### config.mk
export PLATFORM = sky130hd
export DESIGN_NAME = pipelined_ripple_subtractor_flat
export DESIGN_NICKNAME = d
export VERILOG_FILES = /design/src/rtl/pipelined_ripple_subtractor_pkg.sv /design/src/rtl/pipelined_ripple_subtractor_if.sv /design/src/rtl/pipelined_ripple_subtractor_ripple.sv /design/src/rtl/pipelined_ripple_subtractor.sv /design/src/flat_wrapper.sv
export SDC_FILE = /design/constraint.sdc
export NUM_CORES = 1
export LEC_CHECK = 0
export ABC_AREA = 1
export ABC_CLOCK_PERIOD_IN_PS = 2200
export CORE_MARGIN = 2
export CORE_UTILIZATION = 43
export CTS_CLUSTER_DIAMETER = 120
export DETAILED_ROUTE_END_ITERATION = 10
export GPL_TIMING_DRIVEN = 0
export PLACE_DENSITY_LB_ADDON = 0.1
export REMOVE_ABC_BUFFERS = 1
export SLEW_MARGIN = 10
export SYNTH_ARGS = -nofsm -noshare
export SYNTH_HDL_FRONTEND = slang
export SYNTH_SLANG_ARGS = --single-unit
### constraint.sdc
create_clock -name clk -period 2.2 [get_ports clk]
set_clock_uncertainty 0.15 [all_clocks]
set_input_delay 0.44 -clock clk [delete_from_list [all_inputs] [get_ports clk]]
set_output_delay 0.44 -clock clk [all_outputs]
set_load 0.02 [all_outputs]
### src/rtl/pipelined_ripple_subtractor_pkg.sv
// Shared arithmetic package: beat width plus the S1 beat and S2 result payloads.
package arith_pkg;

  localparam int unsigned WIDTH = 4;

  // One input beat as captured in S1.
  typedef struct packed {
    logic [WIDTH-1:0] A;
    logic [WIDTH-1:0] B;
    logic             first;
    logic             last;
    logic             bin;
  } beat_t;

  // One difference beat as held in S2.
  typedef struct packed {
    logic [WIDTH-1:0] D;
    logic             bout;
    logic             last;
  } result_t;

endpackage

### src/rtl/pipelined_ripple_subtractor_if.sv
// Beat stream interface of the pipelined ripple subtractor.
// The ovf signal exists only when PIPELINED_RIPPLE_SUB_OVF_EN is defined.
interface pipelined_ripple_subtractor_if;

  logic [arith_pkg::WIDTH-1:0] A;
  logic [arith_pkg::WIDTH-1:0] B;
  logic                        bin;
  logic                        in_first;
  logic                        in_last;
  logic                        in_valid;
  logic                        in_ready;
  logic [arith_pkg::WIDTH-1:0] D;
  logic                        bout;
  logic                        out_last;
  logic                        out_valid;
  logic                        out_ready;
`ifdef PIPELINED_RIPPLE_SUB_OVF_EN
  logic                        ovf;
`endif

  // Producer of operand beats and consumer of difference beats.
  modport master (
    output A, B, bin, in_first, in_last, in_valid, out_ready,
    input  in_ready, D, bout, out_last, out_valid
`ifdef PIPELINED_RIPPLE_SUB_OVF_EN
    , input ovf
`endif
  );

  // The subtractor itself.
  modport slave (
    input  A, B, bin, in_first, in_last, in_valid, out_ready,
    output in_ready, D, bout, out_last, out_valid
`ifdef PIPELINED_RIPPLE_SUB_OVF_EN
    , output ovf
`endif
  );

endinterface

### src/rtl/pipelined_ripple_subtractor_ripple.sv
// Combinational WIDTH-bit ripple chain of full subtractors: {bout, D} = A - B - bin.
module ripple_subtractor #(
  parameter int unsigned WIDTH = arith_pkg::WIDTH
) (
  input  logic [WIDTH-1:0] A,
  input  logic [WIDTH-1:0] B,
  input  logic             bin,
  output logic [WIDTH-1:0] D,
  output logic             bout
);

  logic [WIDTH:0] br;

  // Bit-serial borrow ripple, LSB first.
  always_comb begin
    br    = '0;
    D     = '0;
    br[0] = bin;
    for (int i = 0; i < WIDTH; i++) begin
      D[i]    = A[i] ^ B[i] ^ br[i];
      br[i+1] = (~A[i] & B[i]) | (~(A[i] ^ B[i]) & br[i]);
    end
  end

  assign bout = br[WIDTH];

endmodule

### src/rtl/pipelined_ripple_subtractor.sv
// Two-stage multi-beat subtractor D = A - B - bin, LSB beat first, borrow
// chained between beats of a frame. S1 registers the input beat, S2 the result.
// Optional: PIPELINED_RIPPLE_SUB_OVF_EN adds the frame signed-overflow flag ovf.
module pipelined_ripple_subtractor
  import arith_pkg::*;
(
  input  logic                          clk,
  input  logic                          rst,
  pipelined_ripple_subtractor_if.slave  io
);

  beat_t            s1_q;
  logic             s1_valid_q;
  result_t          s2_q;
  logic             s2_valid_q;
  logic             brw_q;

  logic             s1_move_c;
  logic             in_xfer_c;
  logic             borrow_in_c;
  logic [WIDTH-1:0] d_c;
  logic             bout_c;

  // S1 drains into S2 when S2 is empty or is being consumed this cycle.
  assign s1_move_c   = s1_valid_q && (!s2_valid_q || io.out_ready);
  assign io.in_ready = !s1_valid_q || s1_move_c;
  assign in_xfer_c   = io.in_valid && io.in_ready;

  // A first beat starts a fresh chain from its own bin; later beats use brw.
  assign borrow_in_c = s1_q.first ? s1_q.bin : brw_q;

  ripple_subtractor #(.WIDTH(WIDTH)) u_sub (
    .A    (s1_q.A),
    .B    (s1_q.B),
    .bin  (borrow_in_c),
    .D    (d_c),
    .bout (bout_c)
  );

  // S1 input register.
  always_ff @(posedge clk) begin
    if (rst) begin
      s1_valid_q <= 1'b0;
      s1_q       <= '0;
    end else if (in_xfer_c) begin
      s1_valid_q <= 1'b1;
      s1_q       <= '{A: io.A, B: io.B, first: io.in_first, last: io.in_last, bin: io.bin};
    end else if (s1_move_c) begin
      s1_valid_q <= 1'b0;
    end
  end

  // S2 output register and inter-beat borrow.
  always_ff @(posedge clk) begin
    if (rst) begin
      s2_valid_q <= 1'b0;
      s2_q       <= '0;
      brw_q      <= 1'b0;
    end else if (s1_move_c) begin
      s2_valid_q <= 1'b1;
      s2_q       <= '{D: d_c, bout: bout_c, last: s1_q.last};
      brw_q      <= bout_c;
    end else if (s2_valid_q && io.out_ready) begin
      s2_valid_q <= 1'b0;
    end
  end

  assign io.D         = s2_q.D;
  assign io.bout      = s2_q.bout;
  assign io.out_last  = s2_q.last;
  assign io.out_valid = s2_valid_q;

`ifdef PIPELINED_RIPPLE_SUB_OVF_EN
  logic ovf_c;
  logic s2_ovf_q;

  // Signed overflow judged on the MSBs of the last beat only.
  assign ovf_c = s1_q.last && (s1_q.A[WIDTH-1] != s1_q.B[WIDTH-1])
                           && (d_c[WIDTH-1] != s1_q.A[WIDTH-1]);

  // ovf travels with its S2 beat.
  always_ff @(posedge clk) begin
    if (rst) begin
      s2_ovf_q <= 1'b0;
    end else if (s1_move_c) begin
      s2_ovf_q <= ovf_c;
    end
  end

  assign io.ovf = s2_ovf_q;
`endif

endmodule
### src/flat_wrapper.sv
// flat-port wrapper written by rule: the top's interface ports become plain ports
module pipelined_ripple_subtractor_flat import arith_pkg::*;
  (clk, rst, io_A, io_B, io_bin, io_in_first, io_in_last, io_in_valid, io_out_ready, io_in_ready, io_D, io_bout, io_out_last, io_out_valid);
  pipelined_ripple_subtractor_if io_i ();
  input  logic clk;
  input  logic rst;
  input wire logic [$bits(io_i.A)-1:0] io_A;
  input wire logic [$bits(io_i.B)-1:0] io_B;
  input wire logic [$bits(io_i.bin)-1:0] io_bin;
  input wire logic [$bits(io_i.in_first)-1:0] io_in_first;
  input wire logic [$bits(io_i.in_last)-1:0] io_in_last;
  input wire logic [$bits(io_i.in_valid)-1:0] io_in_valid;
  input wire logic [$bits(io_i.out_ready)-1:0] io_out_ready;
  output wire logic [$bits(io_i.in_ready)-1:0] io_in_ready;
  output wire logic [$bits(io_i.D)-1:0] io_D;
  output wire logic [$bits(io_i.bout)-1:0] io_bout;
  output wire logic [$bits(io_i.out_last)-1:0] io_out_last;
  output wire logic [$bits(io_i.out_valid)-1:0] io_out_valid;
  assign io_i.A = io_A;
  assign io_i.B = io_B;
  assign io_i.bin = io_bin;
  assign io_i.in_first = io_in_first;
  assign io_i.in_last = io_in_last;
  assign io_i.in_valid = io_in_valid;
  assign io_i.out_ready = io_out_ready;
  assign io_in_ready = io_i.in_ready;
  assign io_D = io_i.D;
  assign io_bout = io_i.bout;
  assign io_out_last = io_i.out_last;
  assign io_out_valid = io_i.out_valid;
  pipelined_ripple_subtractor u_core (.clk(clk), .rst(rst), .io(io_i));
endmodule
==> summary.md, run 1 <==
| Metric | Value |
|---|---|
| Final wirelength | about 1.6 mm |
| Placer Congestion | 0.697 |
| Violated checks | setup timing |
| Setup Fix Bufs, Post-CTS | 0 |
| Final critical-path required period | 2.48 ns |
| Worst Setup Start Kind | flip-flop |
| Status | finished, violations left |
| Comb power frac | 23.0% |
| Met2 Resource Use GR | 23.3% |
| Die width | 51.4 um |
| Power share of the clock group | 23.4% |
| GRT Residual Overflow | 0 |
| # hold bufs at CTS | 0 |
| CTS tree | built |
| # setup viols final | 1 |
| Sequential power share | 53.6% |
| Psw | roughly 0.00020 W |
| Final period util | 113% |
| Static Leak | between 0.5 and 0.6 nW |
| All-Layer GR Usage | 13.8% |
| Pwr dens | roughly 600 nW/um2 |
| Sum of negative setup slack | -0.278 ns |
| PnR Total Power | 0.000727 W |
| Avg Inst Size Synth | 7.80 um2 |
| Fin. max-slew vios | 0 |
| Hold Path Class | reg2reg |
| Routing usage on met1 | 17.9% |
| H-tree levels | 1 |
| ANT nets after route | 0 |
| Vias in the first global route | 669 |
| Number of synthesized register bits | 19 |
| Clk Latency, worst-skew pair | 0.28 ns |
| CP Max Fanout | 2 |
| Max_cap viols | 0 |
| Routed vias/inst | around 4.5 |
| Die area | 2640 um2 |
| Area Overhead vs Synth | 25.2% |
| Post-synthesis sequential area ratio | 39.3% |
| Final setup margin | -0.278 ns |
| Clock Pin Slew Worst Setup and Hold Paths | 0.10 ns |
| CP required | 2.24 ns |
| Warnings, synthesis | 0 |
| PortBufs | 22 |
| Std cell rows | 17 |
| Inserted Clock Buffers | 3 |
| Dpl ws | -0.349 ns |
| Iter 0 DRT Violations | 0 |
| Nets@finish | 164 |
| Top Usage Layer GRT | met2 |
| DRC | 0 |
| Largest area contributor in the synthesized netlist | dfxtp_1 |
| Pin count of the biggest net entering global routing | 25 |
| Initial antenna violation count | 0 |
| Post-DP HPWL | 1.13 mm |
| Fmax | a little over 400 MHz |
| Global-route wire length before repair | around 2.8 mm |
| Top Family by Delay on Critical Path | adder cells |
| Initial Utilization | 44.6% |
| Critical Path Slowest Stage Cell | fa_1 |
| Worst VDD drop | 0.362 mV |
| Worst slew margin | ~37% |
| Worst path max stage delay | around 0.39 ns |
| RSZ-0062 raised after global routing | yes |
| Met3 Track Usage GR | ~2.6% |
| Final hold vios | 0 |
| Pre-antenna DRT Iters | 1 |
| Arr. time, crit path | 2.52 ns |
| Fraction of layout cells with a size suffix above 1 | between 15 and 20% |
| Yosys top cell area share | 39.3% |
| Io pins | 23 |
| Vert. Die Dim | 51.4 um |
| Root buf cell | clkbuf_4 |
| Internal power | ~0.00053 W |
| Cell variety after synth | 16 |
| ANT cells | 0 |
| Longest Clk Path Bufs | 2 |
| Post-Syn Instances | between 100 and 150 |
| Vias | around 780 |
| Crit path buf inv count | 2 |
| Core area | 2170 um2 |
| Clock sinks | 19 |
| Critical Path End Type | flip-flop |
| Synthesized cell area | 967 um2 |
| Worst Max-Slew Pin Slew | 0.946 ns |
| DR WL/cell | roughly 9.5 um |
| Synth top area cells | dfxtp_1 (39%), nor2_1 (8.9%), fa_1 (8.3%) |
| Switching Share | 27.4% |
| Critical path class | reg2reg |
| Most used cell, CP | fa_2 |
| FILL cells | 221 |
| Crit-path cells | mux2i_2 -> fa_2 -> inv_2 -> fa_2 -> fa_2 -> inv_2 -> fa_1 -> nand3b_1 -> nand2_1 -> nor2_1 |
per-stage QoR:
stage	hold WS [ns]	cells	area (um2)	utilization, %
after floorplan	0.293	118	922	-
after global placement	0.298	168	1180	54.3
after detailed placement	0.311	168	1180	54.3
after CTS	0.338	172	1220	56.1
after global routing	0.358	172	1210	55.8
final	0.334	172	1210	55.8
logic make-up after synthesis:
logic type	count (synthesis)	synth area share, %
AND/OR/NAND/NOR	59	30.9
buffers and inverters	27	12.8
flip-flops	19	39.3
AO/OA/AOI/OAI	14	7.63
adder cells (fa/ha/maj)	4	8.28
multiplexers	1	1.03
synth_stat cells:
library cell,n
a21oi_2,1
inv_1,18
dfxtp_1,19
buf_4,1
nand3_4,1
mux2i_1,1
nand3b_1,3
buf_2,3
fa_1,4
inv_2,3
a21oi_1,13
nor2_1,23
nand3_2,7
buf_6,2
nand3_1,7
nand2_1,18
power by group through the flow:
stage | clock network (W) | registers [W] | logic, W
after floorplan | 0 | 0.000407 | 0.0000835
after global placement | 0 | 0.000395 | 0.000162
after detailed placement | 0 | 0.000396 | 0.000165
after CTS | 0.000178 | 0.000390 | 0.000170
after global routing | 0.000189 | 0.000393 | 0.000192
final | 0.000170 | 0.000390 | 0.000167
cell type report:
class                   instances  area [um2]  area share [%]
inverters                      21        78.8            6.51
clock buffers                   4        26.3            2.17
repair buffers                 22         215            17.8
multi-input cells              78         474            39.2
flip-flops and latches         19         382            31.5
well taps                      28        35.0            2.89
routing by layer:
layer | up-vias | share of wire, %
li1 | 420 | -
met1 | 343 | 47
met2 | 14 | 49
met3 | 0 | 3.8
met4 | 0 | 0
met5 | - | 0
layout by cell type (no fill, tap or decap), types with 3 or more instances in the layout:
| cell | count |
|---|---|
| clkbuf_4 | 3 |
| fa_2 | 3 |
| clkdlybuf4s50_1 | 21 |
| nand3b_1 | 3 |
| inv_1 | 16 |
| nor2_1 | 23 |
| nand3_2 | 7 |
| nand3_1 | 7 |
| nand2_1 | 18 |
| inv_2 | 5 |
| a21oi_1 | 13 |
| dfxtp_1 | 18 |
worst reg2reg max path, delay by kind of cell (launching register included):
kind                       cells  cell delay, ns
buffers and inverters          2            0.10
and+or+nand+nor                3            0.27
DFF                            1            0.36
muxes                          1            0.23
adders and majority gates      4            1.28
final timing paths:
path                   from              to  slack, ns  depth (start not counted)
max          u_core.s1_q[2]  u_core.io.D[3]      -0.28                         10
max reg2reg  u_core.s1_q[2]  u_core.io.D[3]      -0.28                         10
min          u_core.io.D[1]  u_core.io.D[1]       0.33                          2
min reg2reg  u_core.io.D[1]  u_core.io.D[1]       0.33                          2
state kept, by name, indices dropped and copies added, names as in the netlist:
| register | flops |
|---|---|
| u_core.s1_q | 11 |
| u_core.io.out_last | 1 |
| u_core.brw_q | 1 |
| u_core.s1_valid_q | 1 |
| u_core.io.D | 4 |
| u_core.io.out_valid | 1 |
timing repair:
item                                    in CTS  in global routing
resized for setup                            9                  1
endpoints found under the hold margin        0                  0
endpoints found under the setup margin       3                  4
cloned                                       0                  0
pin swaps                                    1                  1
No activity file was read; power rests on OpenSTA's default activity.
==> run 2: changes to the inputs <==
Settings changed: MAX_ROUTING_LAYER set to met4.
==> summary.md, run 2 (synthesis results as in run 1) <==
| Metric | Value |
|---|---|
| Area Overhead vs Synth | 25.2% |
| # setup viols final | 1 |
| CP required | 2.24 ns |
| Violated checks | setup timing |
| Critical path class | reg2reg |
| Std cell rows | 17 |
| Final period util | 113% |
| FILL cells | 221 |
| Pre-antenna DRT Iters | 1 |
| All-Layer GR Usage | 14.2% |
| H-tree levels | 1 |
| Commonest cells after routing, fill and taps aside | nor2_1 (23), clkdlybuf4s50_1 (21), nand2_1 (18), dfxtp_1 (18), inv_1 (16) |
| Die width | 51.4 um |
| # hold bufs at CTS | 0 |
| Most common cell after layout, fill and taps aside | nor2_1 |
| Hold path depth | 2 |
| Clock Pin Slew Worst Setup and Hold Paths | 0.10 ns |
| Io pins | 23 |
| Clk Latency, worst-skew pair | 0.28 ns |
| Critical Path Slowest Stage Cell | fa_1 |
| Arr. time, crit path | 2.52 ns |
| ANT cells | 0 |
| Global-route wire length before repair | 2.82 mm |
| Max_cap viols | 0 |
| Placer Congestion | approximately 0.70 |
| Clock sinks | 19 |
| Status | finished, violations left |
| Core area | 2170 um2 |
| Pwr dens | 600 nW/um2 |
| RSZ-0062 raised after global routing | yes |
| Most used cell, CP | fa_2 |
| Root buf cell | clkbuf_4 |
| CP Max Fanout | 2 |
| Post-DP HPWL | approximately 1.1 mm |
| Longest Clk Path Bufs | 2 |
| Pin count of the biggest net entering global routing | 25 |
| ANT nets after route | 0 |
| Final wirelength | ~1.6 mm |
| Routed vias/inst | 4.53 |
| Hold_sp | u_core.io.D[1] |
| Final setup margin | -0.278 ns |
| Worst VDD drop | between 0.3 and 0.4 mV |
| Worst path max stage delay | about 0.4 ns |
| Final hold vios | 0 |
| Worst Max-Slew Pin Slew | 0.946 ns |
| Initial antenna violation count | 0 |
| CP Launch Point | u_core.s1_q[2] |
| Reg-to-reg slack, setup | -0.28 ns |
| Static Leak | 0.547 nW |
| Critical Path End Type | flip-flop |
| Fmax | 403 MHz |
| Vias in the first global route | 668 |
| PortBufs | 22 |
| R2R cell count | 10 |
| Sum of negative setup slack | -0.278 ns |
| Largest register FFs | 11 |
| Biggest register | u_core.s1_q |
| DR WL/cell | 9.51 um |
| Worst slew margin | 36.7% |
| Hold Path Class | reg2reg |
| Reg-to-Reg Start | u_core.s1_q[2] |
| Fin. max-slew vios | 0 |
| GRT Residual Overflow | 0 |
| DRC | 0 |
| Hold Slack | 0.334 ns |
| Iter 0 DRT Violations | 0 |
| Final critical-path required period | 2.48 ns |
| Vert. Die Dim | 51.4 um |
| Inserted Clock Buffers | 3 |
| Nets@finish | 164 |
| Vias | 779 |
| Fraction of layout cells with a size suffix above 1 | 16.0% |
| Crit-path cells | mux2i_2 -> fa_2 -> inv_2 -> fa_2 -> fa_2 -> inv_2 -> fa_1 -> nand3b_1 -> nand2_1 -> nor2_1 |
| Worst Setup Start Kind | flip-flop |
| Initial Utilization | 44.6% |
| CTS tree | built |
| Setup Fix Bufs, Post-CTS | 0 |
| Die area | between 2000 and 3000 um2 |
## run 2: worst paths after layout
kind | end
min reg2reg | u_core.io.D[1]
max reg2reg | u_core.io.D[3]
min | u_core.io.D[1]
max | u_core.io.D[3]
## run 2: routing by layer
layer / wire (um) / vias up / global-route usage (%) / share of wire (%)
met5: 0 / - / - / 0
met4: 7 / 0 / 3.95 / 0.43
met3: 63 / 2 / 2.63 / 3.9
met2: 797 / 14 / 23.3 / 49
met1: 767 / 343 / 17.9 / 47
li1: - / 420 / - / -
## run 2: per-stage QoR
| stage | cells | cell area, um2 | utilization, % | power, W | setup WS, ns |
|---|---|---|---|---|---|
| finish | 172 | 1210 | 55.8 | 0.000727 | -0.278 |
| CTS | 172 | 1220 | 56.1 | 0.000738 | -0.323 |
| detailed placement | 168 | 1180 | 54.3 | 0.000561 | -0.349 |
| global route | 172 | 1210 | 55.8 | 0.000774 | -0.391 |
| global placement | 168 | 1180 | 54.3 | 0.000557 | -0.350 |
| floorplan | 118 | 922 | - | 0.000490 | -0.231 |
## run 2: critical path: cells and delay by family (launching register included)
kind / cells / cell delay (ns)
adder cells (fa/ha/maj): 4 / 1.28
buffers and inverters: 2 / 0.10
flip-flops: 1 / 0.36
multiplexers: 1 / 0.23
AND/OR/NAND/NOR: 3 / 0.27
## run 2: area by class of cell
cell class | count | area [um2] | share of cell area (%)
multi-input combinational | 78 | 474 | 39.2
sequential | 19 | 382 | 31.5
timing repair buffer | 22 | 215 | 17.8
inverter | 21 | 78.8 | 6.51
tap | 28 | 35.0 | 2.89
clock buffer | 4 | 26.3 | 2.17
## run 2: what timing repair did
| action | in CTS | in global routing |
|---|---|---|
| pin swaps | 1 | 1 |
| setup endpoints to repair | 3 | 4 |
| gates resized for setup | 9 | 1 |
| hold endpoints to repair | 0 | 0 |
## run 2: where the power goes
group | internal (W) | leakage, nW | switching (W)
Combinational | 0.0000866 | 0.374 | 0.0000807
Clock | 0.0000703 | 0.0150 | 0.0000999
Sequential | 0.000371 | 0.158 | 0.0000189
